### src/rtl/gsim_pkg.sv
// ---------------------------------------------------------------------------
// gsim_pkg
// Shared constants for the GSIM solver and its output buffer: frame size,
// word widths, fixed-point shift and the output-buffer state encoding.
// Ports: none (package).
// ---------------------------------------------------------------------------
package gsim_pkg;

    // Words per solution frame; the solver uses the same N.
    localparam int GSIM_N     = 16;
    // Solver word width, signed Q16.16.
    localparam int GSIM_IN_W  = 32;
    // Output word width, signed Q8.8.
    localparam int GSIM_OUT_W = 16;
    // Q16.16 -> Q8.8 drops 8 fractional bits.
    localparam int GSIM_FRAC  = 8;

    // Output buffer states.
    typedef enum logic [1:0] {
        IDLE    = 2'd0,
        CAPTURE = 2'd1,
        DRAIN   = 2'd2
    } gsim_state_t;

endpackage

### src/rtl/gsim_out_buf_if.sv
// ---------------------------------------------------------------------------
// gsim_out_buf_if
// Bundles the solver-side write strobe and the downstream valid/ready
// stream of the output buffer.
// Ports (signals):
//   x_valid, x_in          solver word strobe and Q16.16 data
//   o_ready                downstream accept
//   o_valid, o_data,       Q8.8 output word, its index, last-word flag
//   o_idx, o_last, o_sat   and saturation flag
// Modports: slave (the buffer), master (the environment driving it).
// ---------------------------------------------------------------------------
interface gsim_out_buf_if
    import gsim_pkg::*;
#(
    parameter int IN_W  = GSIM_IN_W,
    parameter int OUT_W = GSIM_OUT_W,
    parameter int IDX_W = $clog2(GSIM_N)
);
    logic             x_valid;
    logic [IN_W-1:0]  x_in;
    logic             o_ready;
    logic             o_valid;
    logic [OUT_W-1:0] o_data;
    logic [IDX_W-1:0] o_idx;
    logic             o_last;
    logic             o_sat;

    modport slave (
        input  x_valid, x_in, o_ready,
        output o_valid, o_data, o_idx, o_last, o_sat
    );

    modport master (
        output x_valid, x_in, o_ready,
        input  o_valid, o_data, o_idx, o_last, o_sat
    );
endinterface

### src/rtl/gsim_q_round.sv
// ---------------------------------------------------------------------------
// gsim_q_round
// Combinational Q16.16 -> Q8.8 conversion: round half up, then saturate.
// Ports:
//   x    in  IN_W   signed Q16.16 word
//   y    out OUT_W  rounded, saturated Q8.8 word
//   sat  out 1      y was clamped to the positive or negative limit
// ---------------------------------------------------------------------------
module gsim_q_round
    import gsim_pkg::*;
#(
    parameter int IN_W  = GSIM_IN_W,
    parameter int OUT_W = GSIM_OUT_W,
    parameter int FRAC  = GSIM_FRAC
)(
    input  logic [IN_W-1:0]  x,
    output logic [OUT_W-1:0] y,
    output logic             sat
);
    // One extra bit so adding the half-LSB can never wrap near full scale.
    localparam int SW = IN_W + 1;
    localparam logic signed [SW-1:0] HALF  = {{(SW-FRAC){1'b0}}, 1'b1, {(FRAC-1){1'b0}}};
    localparam logic signed [SW-1:0] MAX_V = {{(SW-OUT_W+1){1'b0}}, {(OUT_W-1){1'b1}}};
    localparam logic signed [SW-1:0] MIN_V = {{(SW-OUT_W+1){1'b1}}, {(OUT_W-1){1'b0}}};

    logic signed [SW-1:0] sum;
    logic signed [SW-1:0] shifted;

    // Arithmetic shift after adding half an output LSB gives round half up
    // for both signs; anything outside the output range is clamped.
    always_comb begin
        sum     = $signed({x[IN_W-1], x}) + HALF;
        shifted = sum >>> FRAC;
        y       = shifted[OUT_W-1:0];
        sat     = 1'b0;
        if (shifted > MAX_V) begin
            y   = {1'b0, {(OUT_W-1){1'b1}}};
            sat = 1'b1;
        end else if (shifted < MIN_V) begin
            y   = {1'b1, {(OUT_W-1){1'b0}}};
            sat = 1'b1;
        end
    end
endmodule

### src/rtl/gsim_out_buf.sv
// ---------------------------------------------------------------------------
// gsim_out_buf
// Captures one N-word Q16.16 solution frame from the solver, then streams it
// out as rounded/saturated Q8.8 words over a valid/ready handshake.
// Ports:
//   clk        in   single clock, rising edge
//   reset      in   asynchronous, active-high
//   bus        if   gsim_out_buf_if.slave (x_valid/x_in, o_* stream)
//   busy       out  high while capturing or draining
//   frame_err  out  sticky: a solver word arrived while draining
// ---------------------------------------------------------------------------
module gsim_out_buf
    import gsim_pkg::*;
#(
    parameter int N     = GSIM_N,
    parameter int IN_W  = GSIM_IN_W,
    parameter int OUT_W = GSIM_OUT_W
)(
    input  logic          clk,
    input  logic          reset,
    gsim_out_buf_if.slave bus,
    output logic          busy,
    output logic          frame_err
);
    localparam int IDX_W = (N > 1) ? $clog2(N) : 1;
    localparam int CNT_W = $clog2(N + 1);
    localparam logic [IDX_W-1:0] LAST_IDX = IDX_W'(N - 1);

    gsim_state_t      state, state_next;
    logic [IN_W-1:0]  frame_buf [N];
    logic [CNT_W-1:0] wr_cnt;
    logic [IDX_W-1:0] rd_idx;
    logic [IDX_W-1:0] wr_addr;
    logic             store_en, last_store, xfer, last_xfer, draining;
    logic [OUT_W-1:0] rnd_data;
    logic             rnd_sat;

    // Write/read qualifiers. A frame always starts at slot 0 from IDLE, and
    // solver words during DRAIN (including the last-transfer cycle) are never
    // stored, which keeps the drained data stable under backpressure.
    always_comb begin
        draining   = (state == DRAIN);
        wr_addr    = (state == CAPTURE) ? wr_cnt[IDX_W-1:0] : '0;
        store_en   = bus.x_valid && !draining && (wr_cnt < CNT_W'(N));
        last_store = store_en && (wr_addr == LAST_IDX);
        xfer       = draining && bus.o_ready;
        last_xfer  = xfer && (rd_idx == LAST_IDX);
    end

    // State register.
    always_ff @(posedge clk or posedge reset) begin
        if (reset) begin
            state <= IDLE;
        end else begin
            state <= state_next;
        end
    end

    // Next-state logic.
    always_comb begin
        state_next = state;
        case (state)
            IDLE:    if (store_en)   state_next = last_store ? DRAIN : CAPTURE;
            CAPTURE: if (last_store) state_next = DRAIN;
            DRAIN:   if (last_xfer)  state_next = IDLE;
            default: state_next = IDLE;
        endcase
    end

    // Write count, read index and the sticky overrun flag.
    always_ff @(posedge clk or posedge reset) begin
        if (reset) begin
            wr_cnt    <= '0;
            rd_idx    <= '0;
            frame_err <= 1'b0;
        end else begin
            if (store_en) begin
                wr_cnt <= CNT_W'(wr_addr) + CNT_W'(1);
            end else if (last_xfer) begin
                wr_cnt <= '0;
            end
            if (last_store) begin
                rd_idx <= '0;
            end else if (xfer) begin
                rd_idx <= last_xfer ? '0 : rd_idx + IDX_W'(1);
            end
            if (bus.x_valid && draining) begin
                frame_err <= 1'b1;
            end
        end
    end

    // Frame storage: plain registers, contents survive reset on purpose.
    always_ff @(posedge clk) begin
        if (store_en) begin
            frame_buf[wr_addr] <= bus.x_in;
        end
    end

    gsim_q_round #(
        .IN_W (IN_W),
        .OUT_W(OUT_W),
        .FRAC (GSIM_FRAC)
    ) u_round (
        .x  (frame_buf[rd_idx]),
        .y  (rnd_data),
        .sat(rnd_sat)
    );

    // Output stream is a pure function of state and rd_idx, so it holds
    // steady while stalled and is forced to zero as soon as reset hits.
    always_comb begin
        bus.o_valid = draining;
        bus.o_data  = draining ? rnd_data : '0;
        bus.o_idx   = draining ? rd_idx : '0;
        bus.o_last  = draining && (rd_idx == LAST_IDX);
        bus.o_sat   = draining && rnd_sat;
        busy        = (state != IDLE);
    end
endmodule

### src/flat_wrapper.sv
// flat-port wrapper written by rule: the top's interface ports become plain ports
module gsim_out_buf_flat import gsim_pkg::*;
#(
    parameter int N     = GSIM_N,
    parameter int IN_W  = GSIM_IN_W,
    parameter int OUT_W = GSIM_OUT_W
)
  (clk, reset, busy, frame_err, bus_x_valid, bus_x_in, bus_o_ready, bus_o_valid, bus_o_data, bus_o_idx, bus_o_last, bus_o_sat);
  gsim_out_buf_if #(.IN_W(IN_W), .OUT_W(OUT_W)) bus_i ();
  input  logic clk;
  input  logic reset;
  output logic busy;
  output logic frame_err;
  input wire logic [$bits(bus_i.x_valid)-1:0] bus_x_valid;
  input wire logic [$bits(bus_i.x_in)-1:0] bus_x_in;
  input wire logic [$bits(bus_i.o_ready)-1:0] bus_o_ready;
  output wire logic [$bits(bus_i.o_valid)-1:0] bus_o_valid;
  output wire logic [$bits(bus_i.o_data)-1:0] bus_o_data;
  output wire logic [$bits(bus_i.o_idx)-1:0] bus_o_idx;
  output wire logic [$bits(bus_i.o_last)-1:0] bus_o_last;
  output wire logic [$bits(bus_i.o_sat)-1:0] bus_o_sat;
  assign bus_i.x_valid = bus_x_valid;
  assign bus_i.x_in = bus_x_in;
  assign bus_i.o_ready = bus_o_ready;
  assign bus_o_valid = bus_i.o_valid;
  assign bus_o_data = bus_i.o_data;
  assign bus_o_idx = bus_i.o_idx;
  assign bus_o_last = bus_i.o_last;
  assign bus_o_sat = bus_i.o_sat;
  gsim_out_buf #(.N(N), .IN_W(IN_W), .OUT_W(OUT_W)) u_core (.clk(clk), .reset(reset), .bus(bus_i), .busy(busy), .frame_err(frame_err));
endmodule
### config.mk
export PLATFORM = sky130hd
export DESIGN_NAME = gsim_out_buf_flat
export DESIGN_NICKNAME = d
export VERILOG_FILES = /design/src/rtl/gsim_pkg.sv /design/src/rtl/gsim_out_buf_if.sv /design/src/rtl/gsim_q_round.sv /design/src/rtl/gsim_out_buf.sv /design/src/flat_wrapper.sv
export SDC_FILE = /design/constraint.sdc
export NUM_CORES = 1
export LEC_CHECK = 0
export ABC_AREA = 0
export ABC_CLOCK_PERIOD_IN_PS = 5200
export BUFFER_PORTS_ARGS = -buffer_cell sky130_fd_sc_hd__buf_2
export CAP_MARGIN = 30
export CORE_MARGIN = 2
export CORE_UTILIZATION = 50
export CTS_BUF_LIST = sky130_fd_sc_hd__clkbuf_4
export DETAILED_ROUTE_END_ITERATION = 8
export PLACE_DENSITY_LB_ADDON = 0.1
export SYNTH_ARGS = -nofsm -noshare
export SYNTH_HDL_FRONTEND = slang
export SYNTH_SLANG_ARGS = --single-unit
### constraint.sdc
create_clock -name clk -period 5.2 [get_ports clk]
set_input_delay 1.04 -clock clk [delete_from_list [all_inputs] [get_ports clk]]
set_output_delay 1.04 -clock clk [all_outputs]
set_load 0.005 [all_outputs]
# [Word level (Yosys, flattened, before mapping)]
# Memory sizes are Yosys's and may differ from the RTL's.
# Cells that the tools add are included.
[word_totals] reg_bits=12 ramBits=512 inputBits=36 out_inout_bits=25 elab_cells=51 memories=1
[op_classes] add_sub_neg=3 order_cmp=3 eq_ne=7 mux=19 n_reduce_logical=14
[memory_table] name="u_core.frame_buf" words=16 word_bits=32 rd=1 rd_ports_with_merged_regs=0 wr=1 line_no="gsim_out_buf.sv:30" text="logic [IN_W-1:0] frame_buf [N];"
[ops] op="$mux 16" count=3
[ops] op="$add 32x9->33 const B" count=1
[ops] op="$gt 25x16->1 const B" count=1
[ops] op="$lt 25x16->1 const B" count=1
[ops] op="$mux 4" count=5
[ops] op="$mux 5" count=2
[ops] op="$eq 4x4->1 const B" count=2
[ops] op="$logic_and 1x1->1" count=8
[ops] op="$mux 2" count=4
[ops] op="$ne 2x1->1 const B" count=3
[ops] op="$pmux 2 s3" count=1
[ops] op="$reduce_bool 2->1" count=3
[ops] op="$add 4x1->5 const B" count=1
[ops] op="$lt 5x5->1 const B" count=1
[ops] op="$add 4x1->4 const B" count=1
[ops] op="$mux 1" count=4
[ops] op="$reduce_and 3->1" count=1
[ops] op="$eq 2x1->1 const B" count=1
[ops] op="$eq 2x2->1 const B" count=1
[ops] op="$logic_not 2->1" count=1
[ops] op="$logic_not 1->1" count=1

# [Longest topological paths before layout]
# Gate-level depths: netlist of the first run.
[logic_depth] word_depth=8 ltp_mapped=17 ltp_nobuf=11

# [By module]
# Synthesis of the first run repeated with hierarchy kept, for this count alone.
[unflattened] cells_unflattened=1093 hier_area_um2=21284.2
[by_module_without_submodules] mod="gsim_out_buf" instances=1 cells_per_inst=968 area_per_inst_um2=20472.1 seq_area_each_um2=15675.0
[by_module_without_submodules] mod="gsim_q_round" instances=1 cells_per_inst=125 area_per_inst_um2=812.0 seq_area_each_um2=0.0

# [Least setup slack after synthesis of the first run]
# No wires, ideal clock.
[synth_path] kind="reg2out" from="reg u_core.rd_idx[0]" to="out bus_o_data[10]" arrival_time_ps=3439 t_required_ps=4160 setup_slack_ps=721 stages_incl_launch_ff=14 path_buffers=6 path_cell_list="dfrtp_1 buf_6 buf_12 buf_12 buf_12 buf_6 mux4_1 mux4_4 xnor2_1 o41ai_2 o211ai_1 o31ai_4 buf_6 o21ai_2"
[synth_between] elab_chain_cells=6 word_cells_on_any_way=7 classes_between="add/sub: 1; order compare: 2; mux: 3; memory: 1"
[synth_rtl] element="start, declared" line_no="gsim_out_buf.sv:32" text="logic [IDX_W-1:0] rd_idx;"
[synth_rtl] element="start signal, assigned" line_no="gsim_out_buf.sv:85" text="rd_idx <= last_xfer ? '0 : rd_idx + IDX_W'(1);"
[synth_rtl] element="$mem_v2 16x32 (*)"
[synth_rtl] element="$add 32x9->33 (*)" line_no="gsim_q_round.sv:32" text="sum = $signed({x[IN_W-1], x}) + HALF;"
[synth_rtl] element="$lt 25x16->1" line_no="gsim_q_round.sv:39" text="end else if (shifted < MIN_V) begin"
[synth_rtl] element="$mux 16" line_no="gsim_q_round.sv:39"
[synth_rtl] element="$mux 16 (*)" line_no="gsim_q_round.sv:36" text="if (shifted > MAX_V) begin"
[synth_rtl] element="$mux 16 (*)" line_no="gsim_out_buf.sv:114" text="bus.o_data = draining ? rnd_data : '0;"
[synth_rtl] element="end, declared" line_no="flat_wrapper.sv:18" text="output wire logic [$bits(bus_i.o_data)-1:0] bus_o_data;"
# Every way passes the cells marked *; elsewhere a longest branch is shown, timed or not.

# [Worst setup path after layout of the first run]
[layout_path] from="reg u_core.rd_idx[0]" to="out bus_o_data[4]"
# The elaborated chain is that of the path after synthesis.

==> metrics.md, run 1 <==
| Metric | Value |
|---|---|
| Outcome | `finished, violations left` |
| Failing checks | `setup timing` |
| Antenna violations before repair | `5` |
| Clock transition at path regs | `about 0.07 ns` |
| Gr ovfl total | `0` |
| Period minus WS final | `5.61 ns` |
| GPL Wtd Cong | `between 0.8 and 0.9` |
| Most frequent CP cell | `nand3_4` |
| Setup TNS | `-5.85 ns` |
| CP Data Arrival Time | `about 4.6 ns` |
| Die H | `188 um` |
| Max_slew headroom | `0.396` |
| IO Port Bufs | `53` |
| Layout area overhead | `18.8%` |
| Period utilisation layout | `1.08` |
| Pins Over Slew Limit | `0` |
| CP max stage delay | `between 0.5 and 0.6 ns` |
| Vias per inst | `5.88` |
| WP data required | `~4.2 ns` |
| CTS Sinks | `412` |
| # Max-Cap Violations | `0` |
| Setup CP Type | `flip-flop to output pin` |
| Clock power share | `0.350` |
| Sw frac | `0.258` |
| Dpl cells | `between 1000 and 1500` |
| RSZ-0062 raised after global routing | `true` |
| Layout Cells excl Fill | `about 1600` |
| Actual slew at the worst max-slew pin | `around 0.9 ns` |
| Area leader, netlist | `edfxtp_1` |
| Synth Instances | `between 800 and 900` |
| Avg Cell Area, Syn | `20.5 um2` |
| Critical Path Sink Type | `output pin` |
| Worst min-delay path class | `input pin to async pin` |
| Initial core utilization | `0.507` |
| Largest net degree at the start of global routing | `40` |
| CTS tree | `done` |
| Worst VDD drop | `roughly 0.00026 V` |
| Leading cell types in the layout, fill and taps excluded | `400 x edfxtp_1, 149 x clkbuf_4, 78 x mux4_2` |
| Register area share after synthesis | `0.724` |
| Full die area | `about 0.036 mm2` |
| Clk_skew | `around 0.033 ns` |
| Predominant post-synthesis flop cell | `edfxtp_1` |
| CP max-delay cell | `dfrtp_4` |
| Gate power share | `0.122` |
| Min Hold Slack | `between 0.2 and 0.3 ns` |
| Slack of the critical path | `-0.410 ns` |
| Sequential share of power | `0.527` |
| Synth area leaders | `edfxtp_1 71%, mux4_2 9.7%, mux4_1 4.8%` |
| Io pins | `just over 60` |
| Crit Path Max Fanout | `7` |
| Synth Warn # | `0` |
| Number of synthesized flops with an enable pin | `400` |
| Most common cell after layout, fill and taps aside | `edfxtp_1` |
| Synth top area share | `0.706` |
| P_int | `~0.0056 W` |
| FILL cells | `approximately 2500` |
| Leakage power | `between 6 and 7 nW` |
| CTS max path bufs | `3` |
| Dpl hpwl | `about 23000 um` |
| DR iter-0 viols | `between 700 and 800` |
| Pwr per Cell Area | `between 300 and 400 mW/mm2` |
| Crit-path cells | `buf_4 -> buf_12 -> mux4_2 -> a22oi_2 -> nand3_4 -> ha_4 -> nand3_4 -> nor4b_2 -> o211ai_1 -> a211o_1 -> o31ai_4 -> nand2_4 -> buf_8 -> o21ai_1 -> buf_2` |
| Final Hold Fails | `0` |
| Via count | `approximately 9000` |
| Synthesized flop and latch total | `roughly 410` |
| Post-synth cell types | `between 60 and 70` |
| First-pass GRT wire length | `about 61000 um` |
| Routed wire per std cell | `26.5 um` |
| Post-layout util | `0.603` |
| CTS H-Tree Depth | `3` |
| Chip Width | `between 150 and 200 um` |
| Synth async-reset ratio | `0.0291` |
| Final wirelength | `around 42000 um` |
| Post-route ant nets | `0` |
| Remaining DRCs | `0` |
| FMAX | `0.178 GHz` |
| Mapped Area | `~0.017 mm2` |
| FF-to-FF setup slack | `roughly 2.2 ns` |
| Fin nets | `approximately 1100` |
| CTS Buf Count | `~110` |
| Final setup viols | `16` |
| Number of global-route vias before repair | `roughly 9600` |
| Area of the core | `~0.034 mm2` |
| Rows | `67` |
| Clock Latency Late Sink | `around 0.77 ns` |
| Syn_nets | `between 800 and 900` |
| Gr usage total | `0.240` |
| Share of layout cells above drive strength 1 | `0.425` |
| Startpoint Class | `flip-flop` |
| Switching power | `~0.0020 W` |
| TritonRoute pass-1 iters | `7` |
| Pre-CTS setup slack | `around 0.032 ns` |
| CTS Root Cell | `clkbuf_4` |
cell families (layout without fill, tap and decap cells):
kind of cell	after synthesis	in the layout	synth area share
multiplexers	113	113	0.151
XOR/XNOR	21	21	0.0108
AND/OR/NAND/NOR	146	147	0.0463
AO/OA/AOI/OAI	83	83	0.0374
flip-flops	412	412	0.724
other	0	6	0
buffers and inverters	48	330	0.0262
adder cells (fa/ha/maj)	6	6	0.00441
power by group through the flow:
stage | registers [W] | clock network, W | logic (W)
CTS | 0.00401 | 0.00274 | 0.000902
global placement | 0.00406 | 0 | 0.000776
floorplan | 0.00406 | 0 | 0.000431
detailed placement | 0.00408 | 0 | 0.000804
global route | 0.00403 | 0.00291 | 0.000984
finish | 0.00401 | 0.00266 | 0.000928
worst max-delay path: cells and delay by family, from the launching register on:
family / cells / cell delay, ns
AOI/OAI and AO/OA: 5 / 1.28
adders and majority gates: 1 / 0.20
buffers and inverters: 4 / 0.60
DFF: 1 / 0.54
muxes: 1 / 0.50
and+or+nand+nor: 4 / 0.65
final timing paths:
check | start | end | depth (start not counted)
setup / recovery | u_core.rd_idx[0] | bus_o_data[4] | 15
hold / removal | reset | u_core.rd_idx[0] | 2
setup reg to reg | u_core.state[1] | u_core.frame_buf[3][31] | 7
hold reg to reg | u_core.frame_err | u_core.frame_err | 1
max in group asynchronous | reset | u_core.rd_idx[2] | 2
min in group clk | u_core.frame_err | u_core.frame_err | 1
registers in the layout, indices dropped and copies added (netlist names):
name / flops
u_core.frame_buf: 400
u_core.frame_err: 1
u_core.rd_idx: 4
u_core.state: 2
u_core.wr_cnt: 5
Yosys cell counts (4+ instances only):
library cell	n
a21oi_1	8
a22oi_1	26
o21ai_0	7
edfxtp_1	400
xor2_1	7
o21ai_2	8
buf_4	6
and3_1	4
o211ai_1	4
ha_1	6
nand3_1	21
nand2_2	6
mux4_1	31
xnor2_1	14
buf_6	14
and2_1	13
dfrtp_1	12
nand2_1	35
nor2_1	27
nor2b_1	5
o21ai_1	7
nor3_1	4
nand2b_1	5
clkbuf_1	8
or2_2	4
inv_1	7
buf_12	8
nor4_1	4
mux2i_1	6
mux4_2	73
final cells by class:
| cell class | count | area, um2 | share of cell area |
|---|---|---|---|
| Clock inverter | 37 | 204 | 0.0101 |
| Timing Repair Buffer | 137 | 1320 | 0.0654 |
| Clock buffer | 149 | 1120 | 0.0554 |
| Antenna cell | 6 | 15.0 | 0.000743 |
| Inverter | 7 | 26.3 | 0.00130 |
| Sequential cell | 412 | 12300 | 0.610 |
| Multi-Input combinational cell | 370 | 4640 | 0.230 |
| Tap cell | 448 | 561 | 0.0277 |
routing by layer:
metal	up-vias	wire (um)	global-route usage
li1	3958	-	-
met3	79	2880	0.0522
met1	4807	17000	0.317
met2	363	20800	0.396
met4	6	885	0.0871
met5	-	34	0
repair_timing:
action / in CTS / in global routing
setup endpoints to repair: 17 / 17
gates resized for setup: 74 / 16
gates cloned: 9 / 0
hold buffers: 0 / 0
buffers inserted: 31 / 4
pin swaps: 10 / 3
through the flow:
step | cell area (um2) | power, W
floorplan | 17000 | 0.00449
global placement | 17900 | 0.00483
detailed placement | 17900 | 0.00488
CTS | 20100 | 0.00765
global route | 20200 | 0.00793
finish | 20200 | 0.00760
No activity file was read; power rests on OpenSTA's default activity.
==> run 2: changes to the inputs <==
Settings changed: ABC_CLOCK_PERIOD_IN_PS 5200 to 4980, SYNTH_HIERARCHICAL set to 1.
Clock period 5.2 ns to 4.98 ns, I/O delays scaled along.
==> run 2 against run 1 <==
  * The flow still finishes with violations (setup timing)
  * Global-route usage shrank 0.73 points
  * Clock skew decreased by 0.0045 ns
  * Clock power up 4%
  * Cell count increased by 5.8%
  * Setup slack lost 0.031 ns
  * First-iteration DRC count up 7.6%
  * Via count grew 4.9%
  * Synthesized cell count increased by 11%
  * Worst hold slack worse by 0.024 ns
  * Count of clock-buffer cells in the layout down 3
  * Design area is 3.5% higher
  * Non-clock buffer count rose by 38
  * Largest cell class unchanged
  * Largest power group unchanged
==> metrics.md, run 2 <==
| Metric | Value |
|---|---|
| First-pass GRT wire length | `60000 um (-1.0%)` |
| Period minus WS final | `5.42 ns` |
| Rows | `67 (unchanged)` |
| Io pins | `61 (unchanged)` |
| Worst VDD drop | `0.000214 V (-17%)` |
| Clk_skew | `0.0281 ns (-0.00447 ns)` |
| Post-route ant nets | `0 (unchanged)` |
| Top Registers | `u_core/frame_buf (400), u_core/wr_cnt (5), u_core/rd_idx (4)` |
| CTS H-Tree Depth | `3 (unchanged)` |
| Max_slew headroom | `0.363 (-0.0331)` |
| Via count | `9667 (+4.9%)` |
| Full die area | `0.0356 mm2 (+0.37%)` |
| Setup TNS | `-6.49 ns (-0.633 ns)` |
| Post-layout util | `0.622 (+0.0197)` |
| Dpl hpwl | `23400 um (+1.0%)` |
| Pre-CTS setup slack | `0.00941 ns (-0.0226 ns)` |
| Layout area overhead | `22.5%` |
| Largest register FFs | `400 (unchanged)` |
| WP data required | `3.98 ns (-0.18 ns)` |
| Final wirelength | `40200 um (-3.2%)` |
| Routed wire per std cell | `24.3 um (-8.5%)` |
| Largest net degree at the start of global routing | `35 (-13%)` |
| Chip Width | `189 um (+0.18%)` |
| Setup CP Type | `flip-flop to output pin` |
| Die H | `189 um (+0.18%)` |
| DR iter-0 viols | `811 (+7.6%)` |
| Vias per inst | `5.83 (-0.83%)` |
| Fin nets | `1184 (+10%)` |
| Period utilisation layout | `1.09` |
| Number of global-route vias before repair | `9795 (+1.8%)` |
| Failing checks | `setup timing` |
| Antenna violations before repair | `2 (-3)` |
| RSZ-0062 raised after global routing | `true` |
| Remaining DRCs | `0 (unchanged)` |
| FMAX | `about 0.18 GHz` |
| Synth Warn # | `6 (+6)` |
| Syn_nets | `960 (+10%)` |
| CTS Root Cell | `clkbuf_4` |
| Clock transition at path regs | `0.06 ns (about the same)` |
| Slack of the critical path | `-0.441 ns (-0.0311 ns)` |
| Most common cell after layout, fill and taps aside | `edfxtp_1` |
| CTS tree | `done` |
| Crit Path Max Fanout | `11 (+4)` |
| Mapped Area | `0.0171 mm2 (+0.38%)` |
| CTS Sinks | `412 (unchanged)` |
| CTS max path bufs | `3 (unchanged)` |
| Final setup viols | `17 (+1)` |
| Synth Instances | `918 (+11%)` |
| IO Port Bufs | `53 (unchanged)` |
| Actual slew at the worst max-slew pin | `0.955 ns (+0.0518 ns)` |
| Initial core utilization | `0.508 (+0.000634)` |
| Hold-fix buffers, CTS | `0 (unchanged)` |
| GPL Wtd Cong | `0.841 (-0.36%)` |
| Pins Over Slew Limit | `0 (unchanged)` |
| Area of the core | `0.0336 mm2 (+0.25%)` |
| Pwr per Cell Area | `401 mW/mm2 (+6.5%)` |
| Outcome | `finished, violations left` |
| Final Hold Fails | `0 (unchanged)` |
| FILL cells | `2435 (-2.3%)` |
| Leading cell types in the layout, fill and taps excluded | `400 x edfxtp_1, 146 x clkbuf_4, 75 x mux2i_1` |
| Critical Path Sink Type | `output pin` |
| Gr ovfl total | `0 (unchanged)` |
| # Max-Cap Violations | `0 (unchanged)` |
| Top register by number of flip-flops | `u_core/frame_buf` |
| Leakage power | `6.90 nW (+2.9%)` |
| Gr usage total | `0.232 (-0.00731)` |
| Clock Latency Late Sink | `0.77 ns (about the same)` |
| TritonRoute pass-1 iters | `6 (-1)` |
| Avg Cell Area, Syn | `18.6 um2 (-9.4%)` |
| Startpoint Class | `flip-flop` |
| Share of layout cells above drive strength 1 | `0.419 (-0.00649)` |
| CP Data Arrival Time | `4.42 ns (-0.15 ns)` |
| CTS Buf Count | `104 (-1.9%)` |
| Worst min-delay path class | `input pin to async pin` |
## run 2: layout make-up
| class | count | area [um2] | share of cell area |
|---|---|---|---|
| Clock inverter | 26 | 183 | 0.00873 |
| Timing Repair Buffer | 175 | 1760 | 0.0840 |
| Antenna cell | 1 | 2.50 | 0.000120 |
| Inverter | 8 | 30.0 | 0.00144 |
| Multi-Input combinational cell | 441 | 4970 | 0.237 |
| Clock buffer | 146 | 1100 | 0.0524 |
| Tap cell | 448 | 561 | 0.0268 |
| Sequential cell | 412 | 12300 | 0.589 |
## run 2: through the flow
| stage | hold slack, ns | cell area, um2 | std cells | power, W |
|---|---|---|---|---|
| after floorplan | 0.451 | 17100 | 918 | 0.00482 |
| after global placement | 0.439 | 18300 | 1437 | 0.00537 |
| after detailed placement | 0.440 | 18600 | 1449 | 0.00545 |
| after CTS | 0.170 | 20600 | 1651 | 0.00838 |
| after global routing | 0.218 | 20900 | 1657 | 0.00876 |
| final | 0.249 | 20900 | 1657 | 0.00838 |
## run 2: worst max-delay path: stages (launching register included)
cell and delay, ns:
dfrtp_4 0.51, buf_12 0.15, buf_12 0.13, buf_12 0.14, mux2i_1 0.12, a22oi_2 0.19, mux2i_1 0.11, o21ai_2 0.20
nand2_2 0.09, or4_4 0.56, buf_6 0.17, o41ai_4 0.37, buf_4 0.19, a31oi_4 0.05, buf_12 0.19, nor3_4 0.12
buf_6 0.13, and2_4 0.13, buf_6 0.09
## run 2: worst paths after layout
path	startpoint	end	slack, ns	depth (start not counted)
setup / recovery	u_core/rd_idx[1]	bus_o_data[14]	-0.44	18
min in group clk	u_core/frame_err	u_core/frame_err	0.45	1
hold reg to reg	u_core/frame_err	u_core/frame_err	0.45	1
setup reg to reg	u_core/state[0]	u_core/frame_buf[7][30]	2.25	7
hold / removal	reset	u_core/wr_cnt[2]	0.25	2
max in group asynchronous	reset	u_core/rd_idx[1]	4.36	2
## run 2: routing by layer
metal | track usage | vias up | wire, um
li1 | - | 4279 | -
met5 | 0 | - | 0
met2 | 0.354 | 334 | 18900
met3 | 0.0481 | 54 | 2680
met1 | 0.337 | 5000 | 17800
met4 | 0.0811 | 0 | 815
## run 2: power by group
group          internal (W)  switching (W)  total, W  leakage (nW)
combinational      0.000556       0.000901   0.00146          2.38
clock               0.00149        0.00127   0.00276         0.761
sequential          0.00410      0.0000631   0.00416          3.76
total               0.00615        0.00224   0.00838          6.90
## run 2: timing repair
item,CTS,global route
setup buffers,25,6
hold endpoints to repair,0,0
pin swaps,32,25
cloned,6,0
resized for setup,82,64
endpoints found under the setup margin,17,17
